[src/rtl/saes_mix_key_stage_if.sv]
// Handshake bundle for the S-AES ShiftRows/MixColumns/AddRoundKey stage.
// The master drives the upstream block and the downstream ready; the stage is the slave.
interface saes_mix_key_stage_if;
  logic        in_valid;
  logic        in_ready;
  logic [15:0] in_state;
  logic [15:0] round_key;
  logic        in_last;
  logic        out_valid;
  logic        out_ready;
  logic [15:0] out_state;
  logic        out_last;

  modport master (
    output in_valid, in_state, round_key, in_last, out_ready,
    input  in_ready, out_valid, out_state, out_last
  );

  modport slave (
    input  in_valid, in_state, round_key, in_last, out_ready,
    output in_ready, out_valid, out_state, out_last
  );
endinterface

[src/rtl/saes_mix_key_stage.sv]
// S-AES round stage: ShiftRows, MixColumns (skipped on last round), AddRoundKey, 2-entry FIFO.
// Define SAES_MIX_STATS_EN to add the blk_count / stall_count statistics ports.
module saes_mix_key_stage #(
  parameter int unsigned DEPTH = 2
) (
  input  logic                 clk,
  input  logic                 rst_n,
`ifdef SAES_MIX_STATS_EN
  output logic [15:0]          blk_count,
  output logic [15:0]          stall_count,
`endif
  saes_mix_key_stage_if.slave  bus
);

  if (DEPTH != 2) begin : g_depth_check
    $error("saes_mix_key_stage: only DEPTH == 2 is supported");
  end

  function automatic logic [3:0] m2(input logic [3:0] x);
    return {x[2:0], 1'b0} ^ (x[3] ? 4'h3 : 4'h0);
  endfunction

  function automatic logic [3:0] m4(input logic [3:0] x);
    return m2(m2(x));
  endfunction

  logic [15:0] sr_state;
  logic [15:0] mc_state;
  logic [15:0] mix_result;

  always_comb begin
    sr_state   = {bus.in_state[15:12], bus.in_state[3:0], bus.in_state[7:4], bus.in_state[11:8]};
    mc_state   = {sr_state[15:12] ^ m4(sr_state[11:8]), m4(sr_state[15:12]) ^ sr_state[11:8],
                  sr_state[7:4]   ^ m4(sr_state[3:0]),  m4(sr_state[7:4])   ^ sr_state[3:0]};
    mix_result = (bus.in_last ? sr_state : mc_state) ^ bus.round_key;
  end

  // Each entry is {last, state}.
  logic [16:0] mem_q [2];
  logic [16:0] mem_d [2];
  logic        wr_ptr_q, wr_ptr_d;
  logic        rd_ptr_q, rd_ptr_d;
  logic [1:0]  count_q, count_d;
  logic [15:0] out_state_q, out_state_d;
  logic        out_last_q, out_last_d;
  logic        in_ready;
  logic        out_valid;
  logic        push;
  logic        pop;

  always_comb begin
    in_ready  = (count_q < 2'd2);
    out_valid = (count_q != 2'd0);
    push      = bus.in_valid && in_ready;
    pop       = out_valid && bus.out_ready;

    mem_d = mem_q;
    if (push) begin
      mem_d[wr_ptr_q] = {bus.in_last, mix_result};
    end
    wr_ptr_d = wr_ptr_q ^ push;
    rd_ptr_d = rd_ptr_q ^ pop;

    case ({push, pop})
      2'b10:   count_d = count_q + 2'd1;
      2'b01:   count_d = count_q - 2'd1;
      default: count_d = count_q;
    endcase

    // Registered head; when the buffer drains the last shown block is held.
    if (count_d != 2'd0) begin
      {out_last_d, out_state_d} = mem_d[rd_ptr_d];
    end else begin
      out_last_d  = out_last_q;
      out_state_d = out_state_q;
    end
  end

  always_ff @(posedge clk) begin
    if (!rst_n) begin
      for (int i = 0; i < 2; i++) begin
        mem_q[i] <= '0;
      end
      wr_ptr_q    <= 1'b0;
      rd_ptr_q    <= 1'b0;
      count_q     <= 2'd0;
      out_state_q <= 16'h0000;
      out_last_q  <= 1'b0;
    end else begin
      mem_q       <= mem_d;
      wr_ptr_q    <= wr_ptr_d;
      rd_ptr_q    <= rd_ptr_d;
      count_q     <= count_d;
      out_state_q <= out_state_d;
      out_last_q  <= out_last_d;
    end
  end

  assign bus.in_ready  = in_ready;
  assign bus.out_valid = out_valid;
  assign bus.out_state = out_state_q;
  assign bus.out_last  = out_last_q;

`ifdef SAES_MIX_STATS_EN
  logic [15:0] blk_count_q, blk_count_d;
  logic [15:0] stall_count_q, stall_count_d;

  always_comb begin
    blk_count_d   = blk_count_q + (pop ? 16'd1 : 16'd0);
    stall_count_d = stall_count_q;
    if (out_valid && !bus.out_ready && (stall_count_q != 16'hFFFF)) begin
      stall_count_d = stall_count_q + 16'd1;
    end
  end

  always_ff @(posedge clk) begin
    if (!rst_n) begin
      blk_count_q   <= 16'h0000;
      stall_count_q <= 16'h0000;
    end else begin
      blk_count_q   <= blk_count_d;
      stall_count_q <= stall_count_d;
    end
  end

  assign blk_count   = blk_count_q;
  assign stall_count = stall_count_q;
`endif

endmodule
[src/flat_wrapper.sv]
// flat-port wrapper written by rule: the top's interface ports become plain ports
module saes_mix_key_stage_flat 
#(
  parameter int unsigned DEPTH = 2
)
  (clk, rst_n, bus_in_valid, bus_in_state, bus_round_key, bus_in_last, bus_out_ready, bus_in_ready, bus_out_valid, bus_out_state, bus_out_last);
  saes_mix_key_stage_if bus_i ();
  input  logic clk;
  input  logic rst_n;
  input wire logic [$bits(bus_i.in_valid)-1:0] bus_in_valid;
  input wire logic [$bits(bus_i.in_state)-1:0] bus_in_state;
  input wire logic [$bits(bus_i.round_key)-1:0] bus_round_key;
  input wire logic [$bits(bus_i.in_last)-1:0] bus_in_last;
  input wire logic [$bits(bus_i.out_ready)-1:0] bus_out_ready;
  output wire logic [$bits(bus_i.in_ready)-1:0] bus_in_ready;
  output wire logic [$bits(bus_i.out_valid)-1:0] bus_out_valid;
  output wire logic [$bits(bus_i.out_state)-1:0] bus_out_state;
  output wire logic [$bits(bus_i.out_last)-1:0] bus_out_last;
  assign bus_i.in_valid = bus_in_valid;
  assign bus_i.in_state = bus_in_state;
  assign bus_i.round_key = bus_round_key;
  assign bus_i.in_last = bus_in_last;
  assign bus_i.out_ready = bus_out_ready;
  assign bus_in_ready = bus_i.in_ready;
  assign bus_out_valid = bus_i.out_valid;
  assign bus_out_state = bus_i.out_state;
  assign bus_out_last = bus_i.out_last;
  saes_mix_key_stage #(.DEPTH(DEPTH)) u_core (.clk(clk), .rst_n(rst_n), .bus(bus_i));
endmodule
[config.mk]
export PLATFORM = sky130hd
export DESIGN_NAME = saes_mix_key_stage_flat
export DESIGN_NICKNAME = d
export VERILOG_FILES = /design/src/rtl/saes_mix_key_stage_if.sv /design/src/rtl/saes_mix_key_stage.sv /design/src/flat_wrapper.sv
export SDC_FILE = /design/constraint.sdc
export NUM_CORES = 1
export LEC_CHECK = 0
export ABC_AREA = 1
export BUFFER_PORTS_ARGS = -buffer_cell sky130_fd_sc_hd__clkbuf_2
export CORE_MARGIN = 5
export CORE_UTILIZATION = 55
export CTS_CLUSTER_DIAMETER = 50
export DETAILED_ROUTE_END_ITERATION = 10
export PLACE_DENSITY = 0.79
export SLEW_MARGIN = 20
export SYNTH_ARGS = -nofsm -noshare
export SYNTH_HDL_FRONTEND = slang
export SYNTH_SLANG_ARGS = --single-unit
[constraint.sdc]
create_clock -name clk -period 4.4 [get_ports clk]
set_input_delay 0.22 -clock clk [delete_from_list [all_inputs] [get_ports clk]]
set_output_delay 0.22 -clock clk [all_outputs]
set_load 0.02 [all_outputs]
======== Word-level counts from Yosys, hierarchy flattened ========
Cells that the tools add are included.
cells by class
  reduce and logical (&&, ||, !) cells .... 5
  equal/unequal tests ..................... 2
  $add $sub $neg .......................... 2
  bitwise operators ....................... 17
  $lt $le $gt $ge ......................... 4
  divide/modulo/power cells ............... 0
  muxes and demuxes ....................... 17
  shift-type cells ........................ 0
  multipliers ............................. 0
operators with widths
  kind                   count
  $mux W17               4
  $xor A4 B4 Y4          12
  $bwmux W34             1
  $mux W34               1
  $demux W17 S1          1
  $mux W16               1
  $mux W2                8
  $xor A16 B16 Y16       1
  $ge A2 B2 Y1 const B   2
  $not A1 Y2             2
  $pmux W2 S2            1
  $reduce_bool A2 Y1     2
  $logic_and A1 B1 Y1    3
  $add A2 B1 Y2 const B  1
  $eq A2 B1 Y1 const B   1
  $eq A2 B2 Y1 const B   1
  $lt A2 B1 Y1 const B   1
  $lt A2 B2 Y1 const B   1
  $sub A2 B1 Y2 const B  1
  $xor A1 B1 Y1          2
storage, ports and cells
  memory bits (read-only) ................. 0
  input port bits ......................... 37
  bits in registers ....................... 55
  bits in writable memories ............... 0
  bits in latches ......................... 0
  memories ................................ 0

======== Longest topological paths before layout ========
  depth after elaboration ................. 12
  depth in mapped cells ................... 14
  gate-level depth less buffers ........... 13

======== Worst setup path after synthesis ========
OpenSTA, ideal clock, no wires.
  path kind ............................... register to register
  from .................................... register u_core.count_q[0]
  to ...................................... register u_core.out_state_q[13] (netlist: u_core.bus.out_state[13])
  data arrival time ....................... 1,916 ps
  period minus slack after synthesis ...... 2,029 ps
  stages on the path, launching flop included .. 15
  path slack .............................. 2,371 ps
  setup time .............................. 113 ps
  required time ........................... 4,287 ps
  path through ............................ dfxtp_1 > or2_4 > nand2_4 > inv_1 > ha_1 > a21oi_1 > o21ai_1 > xor2_1 > inv_1 > nand2_1 > buf_4 > nor2_1 > nor2_1 > o21ai_1 > inv_1
between the ends
  longest elaborated chain between the ends .. 7
ends and longest elaborated chain
  what                                         line                      RTL
  start: declaration                           saes_mix_key_stage.sv:43  logic [1:0] count_q, count_d;
  start signal: assignment                     saes_mix_key_stage.sv:93  count_q <= count_d;
  $reduce_bool A2 Y1 (*)                       saes_mix_key_stage.sv:53  out_valid = (count_q != 2'd0);
  via bus_out_valid                            flat_wrapper.sv:16        output wire logic [$bits(bus_i.out_valid)-1:0] bus_out_valid;
  $logic_and A1 B1 Y1 (*)                      saes_mix_key_stage.sv:55  pop = out_valid && bus.out_ready;
  $xor A1 B1 Y1                                saes_mix_key_stage.sv:62  rd_ptr_d = rd_ptr_q ^ pop;
  $not A1 Y2 (implied by the code)             saes_mix_key_stage.sv:72  {out_last_d, out_state_d} = mem_d[rd_ptr_d];
  $mux W17 (implied by the code) (3 in a row)  saes_mix_key_stage.sv:72
  end signal: assignment                       saes_mix_key_stage.sv:94  out_state_q <= out_state_d;
  end: declaration                             saes_mix_key_stage.sv:44  logic [15:0] out_state_q, out_state_d;
The timed path passes the listed nets; every way through them passes the cells marked *. The select of a mux whose other input is x is not followed.
A chain may end at the register's enable or synchronous reset.

======== Worst setup path after layout ========
  from .................................... register u_core.count_q[0]
  to ...................................... register u_core.out_state_q[2] (netlist: u_core.bus.out_state[2])
between the ends
  longest elaborated chain between the ends .. 7
ends and longest elaborated chain
  what
  parallel branches: the longest is 7 deep, another holds $lt A2 B2 Y1
Parallel ways; which one is timed is not known. The select of a mux whose other input is x is not followed.

==> results.md <==
* Sequential share of power at 30.9%
* PD cells at 645 nW/um2
* Status: finished clean
* Post-DRT Antenna Nets at 0
* Synth Area in Compound Gates at 6.61%
* Reg2Reg Depth at 13
* Comb power frac at 53.3%
* Syn_area_per_cell at 6.36 um2
* Die ar. at 7170 um2
* Worst VDD drop at 0.000629 V
* Fin util at 63.2%
* Synthesized cell area at 3070 um2
* CTS Hold Buffers Added at 0
* Slew HR at 40.1%
* Num rows at 27
* Reg2reg start: u_core.count_q[0]$_SDFF_PN0_
* Max Cap Viol at 0
* Worst EP arrival at 2.65 ns
* Placed wire-length estimate at 5180 um
* Pint at 0.00123 W
* Hold wc startpoint: rst_n
* Vias in the first global route at 2,887
* Setup TNS at 0 ns
* Hold_ws at 0.153 ns
* Total GRT Usage at 20.9%
* Fmax at 411 MHz
* Reg-to-reg setup timing slack at 1.97 ns
* Antenna violations before repair at 0
* Clock network power share at 15.8%
* Type of the worst setup path: register to register
* Final slew viol count at 0
* CTS Buffer Depth at 2
* Synthesis-to-finish area growth at 12.8%
* Starting density of the core at 56.0%
* Vias at 3,056
* Switching share of power at 44.8%
* Synth Instances at 482
* RSZ-0062 raised after global routing: false
* Final Skew at 0.00785 ns
* Synth warn at 0
* Nets@finish at 565
* Layout cells sized above 1 at 18.9%
* Max Fanout on Critical Path at 33
* TritonCTS clock tree: done
* FF+latch count, synth at 55
* Most common cell after layout, fill and taps aside: nand2_1
* Total Power at 0.00223 W
* Root Buffer: clkbuf_8
* Largest family of logic cells by synthesized area: simple AND/OR/NAND/NOR gates
* Final hold vios at 0
* GP Congestion at 0.768
* Sequential fraction of the synthesis area at 35.9%
* Drt via density at 5.09
* Post-synthesis simple-gate area fraction at 42.3%
* Hold Crit Depth at 3
* # DRC at 0
* Lkg Pwr at 1.88 nW
* Die Span X at 84.7 um
* Buffers on Ports at 55
* NetSw at 0.000998 W
* Setup crit start kind: register
* Cts repair resizes at 0
* DRT Pass-1 Iters at 4
* Core ar. at 5470 um2
* Yosys cell types at 28
* Syn nets at 520
* CTS clock-pin slew for the worst setup and hold paths at 0.10 ns
* Hold EP: u_core.bus.out_last$_SDFFE_PN0P_
* Most frequent cells in the layout: nand2_1 (114), nor2_1 (81), nand3_1 (67)
* Die height at 84.7 um
* CTS buffer count at 5
* Xor/xnor cell area share of the yosys netlist at 3.76%
* Final wirelength at 7180 um
* GRT overflow at 0
* Area after DPL at 3340 um2
* Final setup viols at 0
* Hold Path Class: primary input to register
* N_diodes at 0
* Post-CTS Setup Bufs at 0
* Clock period minus final worst setup slack at 2.43 ns
* Post-synthesis mux area share at 0%
* Largest net degree at the start of global routing at 55
* Clock Sinks at 55
* Worst-margin pin slew at 0.898 ns
* Post-route cell area at 3460 um2
* Post-DR wirelength/cell at 12.0 um
* # IOs at 56
* Req. time, crit path at 4.62 ns
* R2R Path End: u_core.bus.out_state[2]$_SDFFE_PN0P_
* CP endpoint kind: register
* Adder-cell share of the synthesized area at 0.408%
* Initial DRC Count at 159
* Clk_lat worst skew at 0.31 ns
* Final period utilization at 55.3%
* Depth of the CTS H-tree at 2
* First-pass GRT wire length at 12,400 um
-- area by class of cell --
| class | count | area [um2] |
|---|---|---|
| fill | 543 | 2010 |
| multi-input combinational | 346 | 1630 |
| sequential | 55 | 1100 |
| timing repair buffer | 56 | 283 |
| inverter | 63 | 236 |
| tap | 72 | 90.1 |
| clock buffer | 6 | 82.6 |
| clock inverter | 2 | 35.0 |
-- flip-flops by register name (all words and copies together) (netlist names) --
name	flops
u_core.bus.out_last	1
u_core.bus.out_state	16
u_core.count_q	2
u_core.mem_q	34
u_core.rd_ptr_q	1
u_core.wr_ptr_q	1
-- routing by layer --
layer  routed length, um  GRT usage [%]  part of all wire, %  vias up
met5                   0              0                    0        -
met3                 264           3.53                  3.7       11
met1                3060           25.1                   43     1398
met2                3740           37.7                   52       60
li1                    -              -                    -     1587
met4                 112           6.47                  1.6        0
-- worst max path at each step --
stage | start | to | cells after the start
final | u_core.count_q[0]$_SDFF_PN0_ | u_core.bus.out_state[2]$_SDFFE_PN0P_ | 13
after global placement | u_core.count_q[0]$_SDFF_PN0_ | u_core.bus.out_state[5]$_SDFFE_PN0P_ | 13
after global routing | u_core.count_q[0]$_SDFF_PN0_ | u_core.bus.out_state[13]$_SDFFE_PN0P_ | 13
after floorplan | u_core.count_q[0]$_SDFF_PN0_ | u_core.bus.out_state[13]$_SDFFE_PN0P_ | 14
after detailed placement | u_core.count_q[0]$_SDFF_PN0_ | u_core.bus.out_state[2]$_SDFFE_PN0P_ | 13
after CTS | u_core.count_q[0]$_SDFF_PN0_ | u_core.bus.out_state[2]$_SDFFE_PN0P_ | 13
-- cells by family after synthesis --
logic type	Yosys count
compound gates	37
buf+inv	81
xor+xnor	11
flops	55
simple gates	297
fa+ha+maj	1
-- power groups by stage --
stage | combinational [W] | sequential [W] | clock (W)
floorplan | 0.000909 | 0.000754 | 0
global placement | 0.00116 | 0.000696 | 0
detailed placement | 0.00119 | 0.000701 | 0
CTS | 0.00120 | 0.000690 | 0.000357
global route | 0.00138 | 0.000703 | 0.000378
finish | 0.00119 | 0.000690 | 0.000352
-- critical path, stage by stage, from the launching register on --
cell and delay (ns):
dfxtp_1 0.36, or2_4 0.25, nand2_4 0.08, inv_1 0.05, ha_1 0.30, a21oi_1 0.13
o21ai_1 0.09, xor2_1 0.15, inv_1 0.11, nand2_2 0.36, nor2_1 0.23, nor2_1 0.07
o21ai_1 0.12, inv_1 0.05
-- cells in the mapped netlist (all sizes together) --
| cell | n | area share, % |
|---|---|---|
| a21oi | 3 | 0.49 |
| xnor2 | 7 | 2.0 |
| ha | 1 | 0.41 |
| xor2 | 4 | 1.8 |
| buf | 11 | 2.4 |
| nand3 | 67 | 11 |
| nor2 | 82 | 10 |
| inv | 63 | 7.7 |
| or2 | 27 | 5.6 |
| nand2 | 117 | 15 |
| nand4 | 3 | 0.61 |
| a21boi | 2 | 0.49 |
| o211ai | 4 | 0.98 |
| o21a | 1 | 0.24 |
| nand3b | 1 | 0.24 |
| clkbuf | 7 | 0.86 |
| o21ai | 27 | 4.4 |
| dfxtp | 55 | 36 |
-- through the flow --
step	instances	setup WS, ns
6_report	600	1.97
5_1_grt	600	1.70
4_1_cts	600	1.62
3_5_place_dp	592	1.66
3_3_place_gp	592	1.83
2_1_floorplan	482	2.37
No activity file was read; power rests on OpenSTA's default activity.
